===== config.mk =====
export PLATFORM = sky130hd
export DESIGN_NAME = mmio_timer_responder
export DESIGN_NICKNAME = d
export VERILOG_FILES = /design/src/rtl/mmio_timer_responder.sv
export SDC_FILE = /design/constraint.sdc
export NUM_CORES = 1
export LEC_CHECK = 0
export BUFFER_PORTS_ARGS = -buffer_cell sky130_fd_sc_hd__buf_2
export CAP_MARGIN = 0
export CORE_MARGIN = 2
export CORE_UTILIZATION = 57
export CTS_BUF_LIST = sky130_fd_sc_hd__clkbuf_2 sky130_fd_sc_hd__clkbuf_4 sky130_fd_sc_hd__clkbuf_8
export CTS_CLUSTER_SIZE = 30
export DETAILED_ROUTE_END_ITERATION = 12
export PLACE_DENSITY_LB_ADDON = 0.3
export SLEW_MARGIN = 20
export SYNTH_ARGS = -nofsm -noshare
export SYNTH_HDL_FRONTEND = slang
export SYNTH_SLANG_ARGS = --single-unit
export TNS_END_PERCENT = 50

===== constraint.sdc =====
create_clock -name clock -period 3.4 [get_ports clock]
set_input_delay 0.68 -clock clock [delete_from_list [all_inputs] [get_ports clock]]
set_output_delay 0.68 -clock clock [all_outputs]
set_load 0.02 [all_outputs]

===== src/rtl/mmio_timer_responder.sv =====
// mmio_timer_responder: memory-mapped 64-bit timer with compare-match interrupt,
// acting as the responder on the d_valid/d_ready/d_rdata data bus.
//
// Optional feature macro: TIMER_AUTORELOAD_EN
//   defined   -> PERIOD (offset 0x20) is RW and every match with PERIOD != 0
//                advances COMPARE by PERIOD, giving periodic interrupts.
//   undefined -> PERIOD reads 0, writes are ignored.
//
// Handshake: the initiator raises d_valid and holds d_addr/d_wdata/d_we stable
// until d_ready. d_ready is a one-cycle strobe RESP_LATENCY cycles after the
// accept edge; d_rdata carries the read data only while d_ready = 1 and is 0
// otherwise. Requests outside the 64-byte window are never acknowledged.
module mmio_timer_responder #(
    parameter logic [63:0] BASE_ADDR    = 64'hFFFF_0000,
    parameter int unsigned RESP_LATENCY = 1
) (
    input  logic        clock,
    input  logic        reset,
    input  logic        d_valid,
    input  logic [63:0] d_addr,
    input  logic [63:0] d_wdata,
    input  logic        d_we,
    output logic        d_ready,
    output logic [63:0] d_rdata,
    output logic        irq,
    output logic [1:0]  dbg_state
);

    typedef enum logic [1:0] {
        ST_IDLE = 2'd0,
        ST_BUSY = 2'd1,
        ST_RESP = 2'd2
    } state_t;

    // Wait-counter preload: BUSY lasts RESP_LATENCY-1 cycles before RESP.
    localparam logic [3:0] WAIT_LOAD = (RESP_LATENCY > 1) ? 4'(RESP_LATENCY - 2) : 4'd0;

    state_t      state_q, state_d;
    logic [3:0]  wait_q, wait_d;
    logic [63:0] hold_q, hold_d;
    logic        d_ready_q, d_ready_d;
    logic [63:0] d_rdata_q, d_rdata_d;

    logic [63:0] count_q, count_d;
    logic [63:0] compare_q, compare_d;
    logic        enable_q, enable_d;
    logic        irq_en_q, irq_en_d;
    logic        pending_q, pending_d;
`ifdef TIMER_AUTORELOAD_EN
    logic [63:0] period_q, period_d;
`endif

    logic        sel;
    logic        accept;
    logic        wr;
    logic [2:0]  off;
    logic        match;
    logic [63:0] rd_val;
    logic        unused_addr_bits;

    // Byte-lane address bits carry no meaning: registers are whole 64-bit words.
    assign unused_addr_bits = ^d_addr[2:0];

    assign sel    = d_valid & (d_addr[63:6] == BASE_ADDR[63:6]);
    assign off    = d_addr[5:3];
    assign accept = (state_q == ST_IDLE) & sel;
    assign wr     = accept & d_we;
    assign match  = enable_q & (count_q == compare_q);

    // Register read mux, sampled in the accept cycle.
    always_comb begin
        rd_val = 64'd0;
        case (off)
            3'd0: rd_val = count_q;
            3'd1: rd_val = compare_q;
            3'd2: rd_val = {62'd0, irq_en_q, enable_q};
            3'd3: rd_val = {63'd0, pending_q};
`ifdef TIMER_AUTORELOAD_EN
            3'd4: rd_val = period_q;
`endif
            default: rd_val = 64'd0;
        endcase
    end

    // Timer register next-state: software writes commit on the accept edge.
    always_comb begin
        count_d = count_q;
        if (enable_q) begin
            count_d = count_q + 64'd1;
        end
        if (wr && off == 3'd0) begin
            count_d = d_wdata;
        end

        compare_d = compare_q;
`ifdef TIMER_AUTORELOAD_EN
        if (match && period_q != 64'd0) begin
            compare_d = compare_q + period_q;
        end
`endif
        if (wr && off == 3'd1) begin
            compare_d = d_wdata;
        end

        enable_d = enable_q;
        irq_en_d = irq_en_q;
        if (wr && off == 3'd2) begin
            enable_d = d_wdata[0];
            irq_en_d = d_wdata[1];
        end

        // A match on the same edge as a W1C clear keeps the flag set.
        pending_d = pending_q;
        if (wr && off == 3'd3 && d_wdata[0]) begin
            pending_d = 1'b0;
        end
        if (match) begin
            pending_d = 1'b1;
        end

`ifdef TIMER_AUTORELOAD_EN
        period_d = period_q;
        if (wr && off == 3'd4) begin
            period_d = d_wdata;
        end
`endif
    end

    // Response FSM next-state: accept, wait out the latency, strobe d_ready once.
    always_comb begin
        state_d   = state_q;
        wait_d    = wait_q;
        hold_d    = hold_q;
        d_ready_d = 1'b0;
        d_rdata_d = 64'd0;
        case (state_q)
            ST_IDLE: begin
                if (accept) begin
                    hold_d = d_we ? 64'd0 : rd_val;
                    if (RESP_LATENCY <= 1) begin
                        state_d   = ST_RESP;
                        d_ready_d = 1'b1;
                        d_rdata_d = d_we ? 64'd0 : rd_val;
                    end else begin
                        state_d = ST_BUSY;
                        wait_d  = WAIT_LOAD;
                    end
                end
            end
            ST_BUSY: begin
                if (wait_q == 4'd0) begin
                    state_d   = ST_RESP;
                    d_ready_d = 1'b1;
                    d_rdata_d = hold_q;
                end else begin
                    wait_d = wait_q - 4'd1;
                end
            end
            ST_RESP: begin
                state_d = ST_IDLE;
            end
            default: begin
                state_d = ST_IDLE;
            end
        endcase
    end

    // All state, cleared asynchronously so an in-flight request is dropped.
    always_ff @(posedge clock or negedge reset) begin
        if (!reset) begin
            state_q   <= ST_IDLE;
            wait_q    <= 4'd0;
            hold_q    <= 64'd0;
            d_ready_q <= 1'b0;
            d_rdata_q <= 64'd0;
            count_q   <= 64'd0;
            compare_q <= 64'd0;
            enable_q  <= 1'b0;
            irq_en_q  <= 1'b0;
            pending_q <= 1'b0;
`ifdef TIMER_AUTORELOAD_EN
            period_q  <= 64'd0;
`endif
        end else begin
            state_q   <= state_d;
            wait_q    <= wait_d;
            hold_q    <= hold_d;
            d_ready_q <= d_ready_d;
            d_rdata_q <= d_rdata_d;
            count_q   <= count_d;
            compare_q <= compare_d;
            enable_q  <= enable_d;
            irq_en_q  <= irq_en_d;
            pending_q <= pending_d;
`ifdef TIMER_AUTORELOAD_EN
            period_q  <= period_d;
`endif
        end
    end

    assign d_ready   = d_ready_q;
    assign d_rdata   = d_rdata_q;
    assign irq       = pending_q & irq_en_q;
    assign dbg_state = state_q;

endmodule


==> results.py, run 1 <==
metrics = {
    "setup_path": {
        "rr_startpoint": "count_q[28]",
        "critPathBufInv": 1,
        "cp_cell_sequence": "and4_1 -> buf_4 -> nand4_1 -> nor2_1 -> nand4_1 -> xnor2_1 -> mux2_2",
        "rrSetupSlack_ns": 0.76,
        "required_ns": 3.77,
        "path_max_fanout": 9,
        "cp-end-kind": "flop",
        "arrival_ns": 3.01,
        "cp-start-kind": "flop",
        "worstSetupPathType": "flop to flop",
        "critPathSlowestCell": "nor2_1",
        "crit_path_max_incr_delay_ns": 0.65,
        "timing.rr.end": "count_q[48]",
        "critical-path-top-delay-family": "simple AND/OR/NAND/NOR gates",
        "r2r_cells": 7,
        "path_common_cell": "nand4_1",
        "crit_start": "count_q[28]",
    },
    "pwr": {
        "ir_drop_mv": 0.245,
        "p_per_area_nw_per_um2": 376,
        "p_leak_nw": 5.18,
        "total_power_mw": 4.22,
    },
    "clocking": {
        "clk_pin_slew_ns": 0.09,
        "root_buffer": "clkbuf_8",
        "clock_latency_ns": 0.49,
        "cts_buffers": 17,
        "cts_tree": "built",
        "post_cts_buffers": 0,
        "clock-sinks": 197,
        "cts-htree-levels": 4,
        "cts_resized": 0,
        "cts_hold_buf": 0,
        "cts_buffer_depth": 2,
    },
    "floorplanning": {
        "die-area_sq_um": 17800,
        "dieHeight_microns": 133,
        "dieWidth_microns": 133,
        "core_area_sq_um": 16500,
        "num_io_pins": 200,
        "start_util_pct": 57.9,
        "num_rows": 47,
    },
    "grt": {
        "grt_pass1_vias": 7546,
        "grt.busiest_layer": "met2",
        "antenna_found_initial": 1,
        "met2_usage_pct": 46.6,
        "track_usage_pct": 29.7,
        "grtUsageMet1_pct": 40.7,
        "grt_overflow": 0,
        "grt_max_degree": 104,
        "met3_usage_pct": 6.54,
        "grt_pass1_wl_mm": 40.6,
    },
    "timing": {
        "setup_tns_ns": 0,
        "min_period_ns": 2.64,
        "worst_slew_pin_slew_ns": 0.788,
        "max_freq_ghz": 0.379,
        "setup_viol": 0,
        "hold_viol": 0,
        "timing.final.ws_setup_ns": 0.764,
        "maxSlewHeadroom_pct": 47.4,
        "fin_skew_ns": 0.0105,
        "rsz0062_at_grt": "no",
        "whs_ns": 0.263,
        "report.final.slew_viol_count": 0,
        "fin_crit_sh_pct": 77.5,
    },
    "min_path": {
        "hold_path_class": "primary input to asynchronous set/reset pin",
    },
    "finish": {
        "nets": 1207,
        "syn_to_final_growth_pct": 17.9,
        "diodes": 0,
        "fillCellCount": 1266,
        "multi_input_area_sq_um": 4310,
        "final-seq-area_sq_um": 4930,
        "fin_util_pct": 68.2,
        "drive_above_1_share_pct": 30.7,
    },
    "route": {
        "routedWlPerCell_microns": 19.7,
        "drtAntennaViolNets": 0,
        "via_per_inst": 5.98,
        "num_vias": 7811,
        "routed_wl_mm": 25.7,
        "drt_pass1_iterations": 5,
        "drc": 0,
        "drtIter0Drc": 721,
    },
    "placed_design": {
        "dp_hpwl_mm": 18.1,
        "gp_congestion": 0.905,
        "pre_cts_ws_ns": 0.423,
        "port_buffers": 195,
    },
    "logic_synthesis": {
        "yosys_warnings": 0,
        "async_reset_ff_share_pct": 100,
        "synthFlopType": "dfrtp_1",
        "yosys.area_share.simple_pct": 15.9,
        "synth_mux_area_share_pct": 9.43,
        "syn_area_sq_um": 9530,
        "synth_common_cells": "dfrtp_1 (197), nor2_1 (128), mux2_2 (76), xor2_1 (64), a22oi_1 (63)",
        "netlist_instances": 896,
        "synth_xor_area_share_pct": 9.93,
        "synth-edff-count": 0,
        "synthTopCellsByArea": "dfrtp_1 (52%), mux2_2 (9.0%), xor2_1 (5.9%)",
        "synth_area_per_cell_sq_um": 10.6,
        "yosysUniqueCellTypes": 47,
        "synth-compound-area-share_pct": 9.52,
        "yosysMostFrequentCell": "dfrtp_1",
        "synth_top_area_share_pct": 51.7,
        "synth_top_family_by_area": "simple AND/OR/NAND/NOR gates",
        "synth_nets": 1029,
        "synthAdderAreaFrac_pct": 0.131,
        "seq_area_frac_synth_pct": 51.7,
        "yosys_register_bits": 197,
        "synth_area_leader_cell": "dfrtp_1",
    },
    "run": {
        "drv_cap": 0,
    },
    "run_status": {
        "status": "completed",
    },
}
## worst max-delay path by stage
stage / end / slack [ns] / cells past startpoint
2_1_floorplan: count_q[57] / 0.72 / 8
3_3_place_gp: count_q[56] / 0.44 / 6
3_5_place_dp: count_q[58] / 0.42 / 6
4_1_cts: count_q[48] / 0.89 / 7
5_1_grt: count_q[48] / 0.69 / 7
6_report: count_q[48] / 0.76 / 7
## kinds of logic after synthesis
kind of cell	Yosys count
fa+ha+maj	1
simple gates	294
compound gates	138
mux	79
other cells	1
buf+inv	78
flops	197
xor+xnor	108
## placed cells by master (no fill, tap or decap), types with 3 or more instances in the layout
cell type  count
xor2_1        64
and2_1         7
clkbuf_8      19
a22oi_1       63
mux2_2        76
inv_6          4
nor4_1        24
nand4b_1       5
buf_2        194
and4_1        12
nand4_1       36
buf_4         17
nor2_1       128
and3_1        11
o22ai_1        5
nand2_1       22
nor3_1         9
clkinv_4       3
a21oi_1       54
xnor2_1       44
inv_1         21
bufinv_16      4
buf_12         4
nand3_1       25
dfrtp_1      197
## metrics by stage
step	cells	instance area (sq um)
final	1307	11200
after global routing	1307	11200
after CTS	1307	11200
after detailed placement	1275	10800
after global placement	1275	10800
after floorplan	896	9530
## layout make-up
class                   count  share of cell area [%]
clock buffers              18                    2.21
inverters                  21                   0.702
clock inverters            14                    1.77
flip-flops and latches    197                    43.9
well taps                 220                    2.45
multi-input cells         621                    38.4
repair buffers            216                    10.6
## power by group
part	switching (mW)	leakage, nW	internal, mW
Sequential	0	2.47	2.34
Combinational	0.125	2.49	0.0776
Clock	0.845	0.224	0.830
Total	0.970	5.18	3.25
## sequential cells by signal (all words and copies together) (netlist names)
register   flops
compare_q     64
count_q       64
d_rdata       64
d_ready        1
dbg_state      1
enable_q       1
irq_en_q       1
pending_q      1
## routing by layer
metal / part of all wire (%) / vias to the layer above
met4: 2.5 / 2
li1: - / 3543
met1: 42 / 3843
met3: 8.3 / 46
met5: 0.050 / -
met2: 47 / 377
## worst register-to-register path, cell delays in order, from the launching register on
cell	delay, ns
dfrtp_1	0.50
and4_1	0.25
buf_4	0.17
nand4_1	0.29
nor2_1	0.65
nand4_1	0.21
xnor2_1	0.18
mux2_2	0.27
(Power assumes the default switching activity.)
==> run 2, diff against run 1 <==
==> constraint.sdc (replaced) <==
create_clock -name clock -period 2.7 [get_ports clock]
set_input_delay 0.54 -clock clock [delete_from_list [all_inputs] [get_ports clock]]
set_output_delay 0.54 -clock clock [all_outputs]
set_load 0.02 [all_outputs]
==> run 2 against run 1 <==
Sequential share of layout area down 0.37 points. Highest routed layer is now met4. Via count down 0.41%. Non-clock buffer count up 7. Routed wire length down 0.21%.
==> results.py, run 2 (same netlist as run 1, synthesis figures left out) <==
metrics = {
    "placed_design": {
        "dp_hpwl_mm": 18.3,
        "gp_congestion": 0.923,
        "placedCellCount": 1282,
        "port_buffers": 195,
    },
    "clocking": {
        "clock-sinks": 197,
        "clk_pin_slew_ns": 0.10,
        "cts_resized": 0,
        "post_cts_buffers": 0,
        "cts_hold_buf": 0,
        "cts_buffer_depth": 2,
        "cts_buffers": 17,
        "root_buffer": "clkbuf_8",
        "clock_latency_ns": 0.49,
        "cts_tree": "built",
        "cts-htree-levels": 4,
    },
    "floorplanning": {
        "core_area_sq_um": 16500,
        "dieWidth_microns": 133,
        "num_io_pins": 200,
        "start_util_pct": 57.9,
        "dieHeight_microns": 133,
        "num_rows": 47,
        "die-area_sq_um": 17800,
    },
    "route": {
        "routedWlPerCell_microns": 19.6,
        "drc": 0,
        "drtIter0Drc": 737,
        "num_vias": 7779,
        "drt_pass1_iterations": 5,
        "via_per_inst": 5.92,
        "drtAntennaViolNets": 0,
        "routed_wl_mm": 25.7,
    },
    "timing": {
        "hold_viol": 0,
        "rsz0062_at_grt": "no",
        "fin_skew_ns": 0.0183,
        "max_freq_ghz": 0.387,
        "report.final.slew_viol_count": 0,
        "min_period_ns": 2.58,
        "worst_slew_pin_slew_ns": 0.670,
        "setup_tns_ns": 0,
        "maxSlewHeadroom_pct": 54.9,
        "setup_viol": 0,
        "fin_crit_sh_pct": 95.6,
    },
    "setup_path": {
        "rr_startpoint": "count_q[56]",
        "crit_start": "count_q[56]",
        "r2r_cells": 6,
        "cp_cell_sequence": "xor2_1 -> nor4_1 -> nand4_1 -> nor4_1 -> nand4_1 -> o31ai_1",
        "worstSetupPathType": "flop to flop",
        "path_max_fanout": 7,
        "crit_path_max_incr_delay_ns": 0.61,
        "arrival_ns": 2.96,
        "cp-end-kind": "flop",
        "critPathSlowestCell": "nor4_1",
        "critPathCapture": "pending_q",
        "cp-start-kind": "flop",
        "timing.rr.end": "pending_q",
        "rrSetupSlack_ns": 0.12,
        "required_ns": 3.07,
    },
    "pwr": {
        "total_power_mw": 5.25,
        "ir_drop_mv": 0.281,
        "p_per_area_nw_per_um2": 463,
        "p_leak_nw": 5.23,
    },
    "min_path": {
        "hold_path_class": "primary input to asynchronous set/reset pin",
    },
    "finish": {
        "final_common_cell": "dfrtp_1",
        "nets": 1214,
        "drive_above_1_share_pct": 31.2,
        "fin_util_pct": 68.8,
        "final_cell_mix": "dfrtp_1 (197), buf_2 (194), nor2_1 (128)",
        "fillCellCount": 1293,
        "syn_to_final_growth_pct": 18.9,
        "diodes": 0,
        "instances_no_fill": 1314,
    },
    "grt": {
        "grt_pass1_wl_mm": 40.5,
        "grt_overflow": 0,
        "grt_max_degree": 74,
        "track_usage_pct": 29.7,
        "grt_pass1_vias": 7544,
        "antenna_found_initial": 0,
    },
    "run": {
        "drv_cap": 0,
    },
    "run_status": {
        "status": "completed",
    },
}
[run 2: cell count changes in the layout (fill, tap and decap cells not counted), sizes merged]
| cell | delta |
|---|---|
| clkbuf | -1 |
| buf | +7 |
| clkinv | -1 |
| clkinvlp | +1 |
| bufinv | -1 |
| inv | +2 |
[run 2: area by class of cell]
class	count	area (sq um)	share of cell area (%)
multi-input combinational	621	4310	38.1
tap	220	275	2.43
timing repair buffer	223	1310	11.5
clock inverter	15	194	1.71
inverter	21	78.8	0.696
sequential	197	4930	43.5
clock buffer	17	234	2.06
[run 2: per-stage QoR]
step	cell area (sq um)	worst slack (ns)	hold slack (ns)
2_1_floorplan	9530	0.156	0.244
3_3_place_gp	10900	0.0768	0.507
3_5_place_dp	10900	0.0175	0.523
4_1_cts	11300	0.254	0.0501
5_1_grt	11300	0.120	0.0759
6_report	11300	0.119	0.0483
[run 2: metal layers]
layer	track usage [%]	wire length, microns	part of all wire [%]
met1	41.3	10700	42
met2	45.4	11900	46
met3	6.13	2190	8.5
met4	13.7	933	3.6
met5	0	0	0
[run 2: where the power goes]
part / switching (mW) / leakage [nW] / internal (mW) / total (mW)
clock network: 1.10 / 0.211 / 0.941 / 2.04
logic: 0.156 / 2.55 / 0.0974 / 0.254
registers: 0 / 2.47 / 2.95 / 2.95
total: 1.26 / 5.23 / 3.99 / 5.25
[run 2: how the worst min path moves through the flow]
stage | from | to | cells past startpoint
floorplan | reset | compare_q[0] | 0
global placement | irq_en_q | irq_en_q | 1
detailed placement | irq_en_q | irq_en_q | 1
CTS | reset | d_rdata[40] | 1
global route | reset | d_rdata[40] | 1
finish | reset | d_rdata[40] | 1
[run 2: critical path: cells and delay by family, from the launching register on]
kind / cells / cell delay [ns]
and+or+nand+nor: 4 / 1.40
AOI/OAI and AO/OA: 1 / 0.33
xor gates and xnor gates: 1 / 0.26
DFF: 1 / 0.48
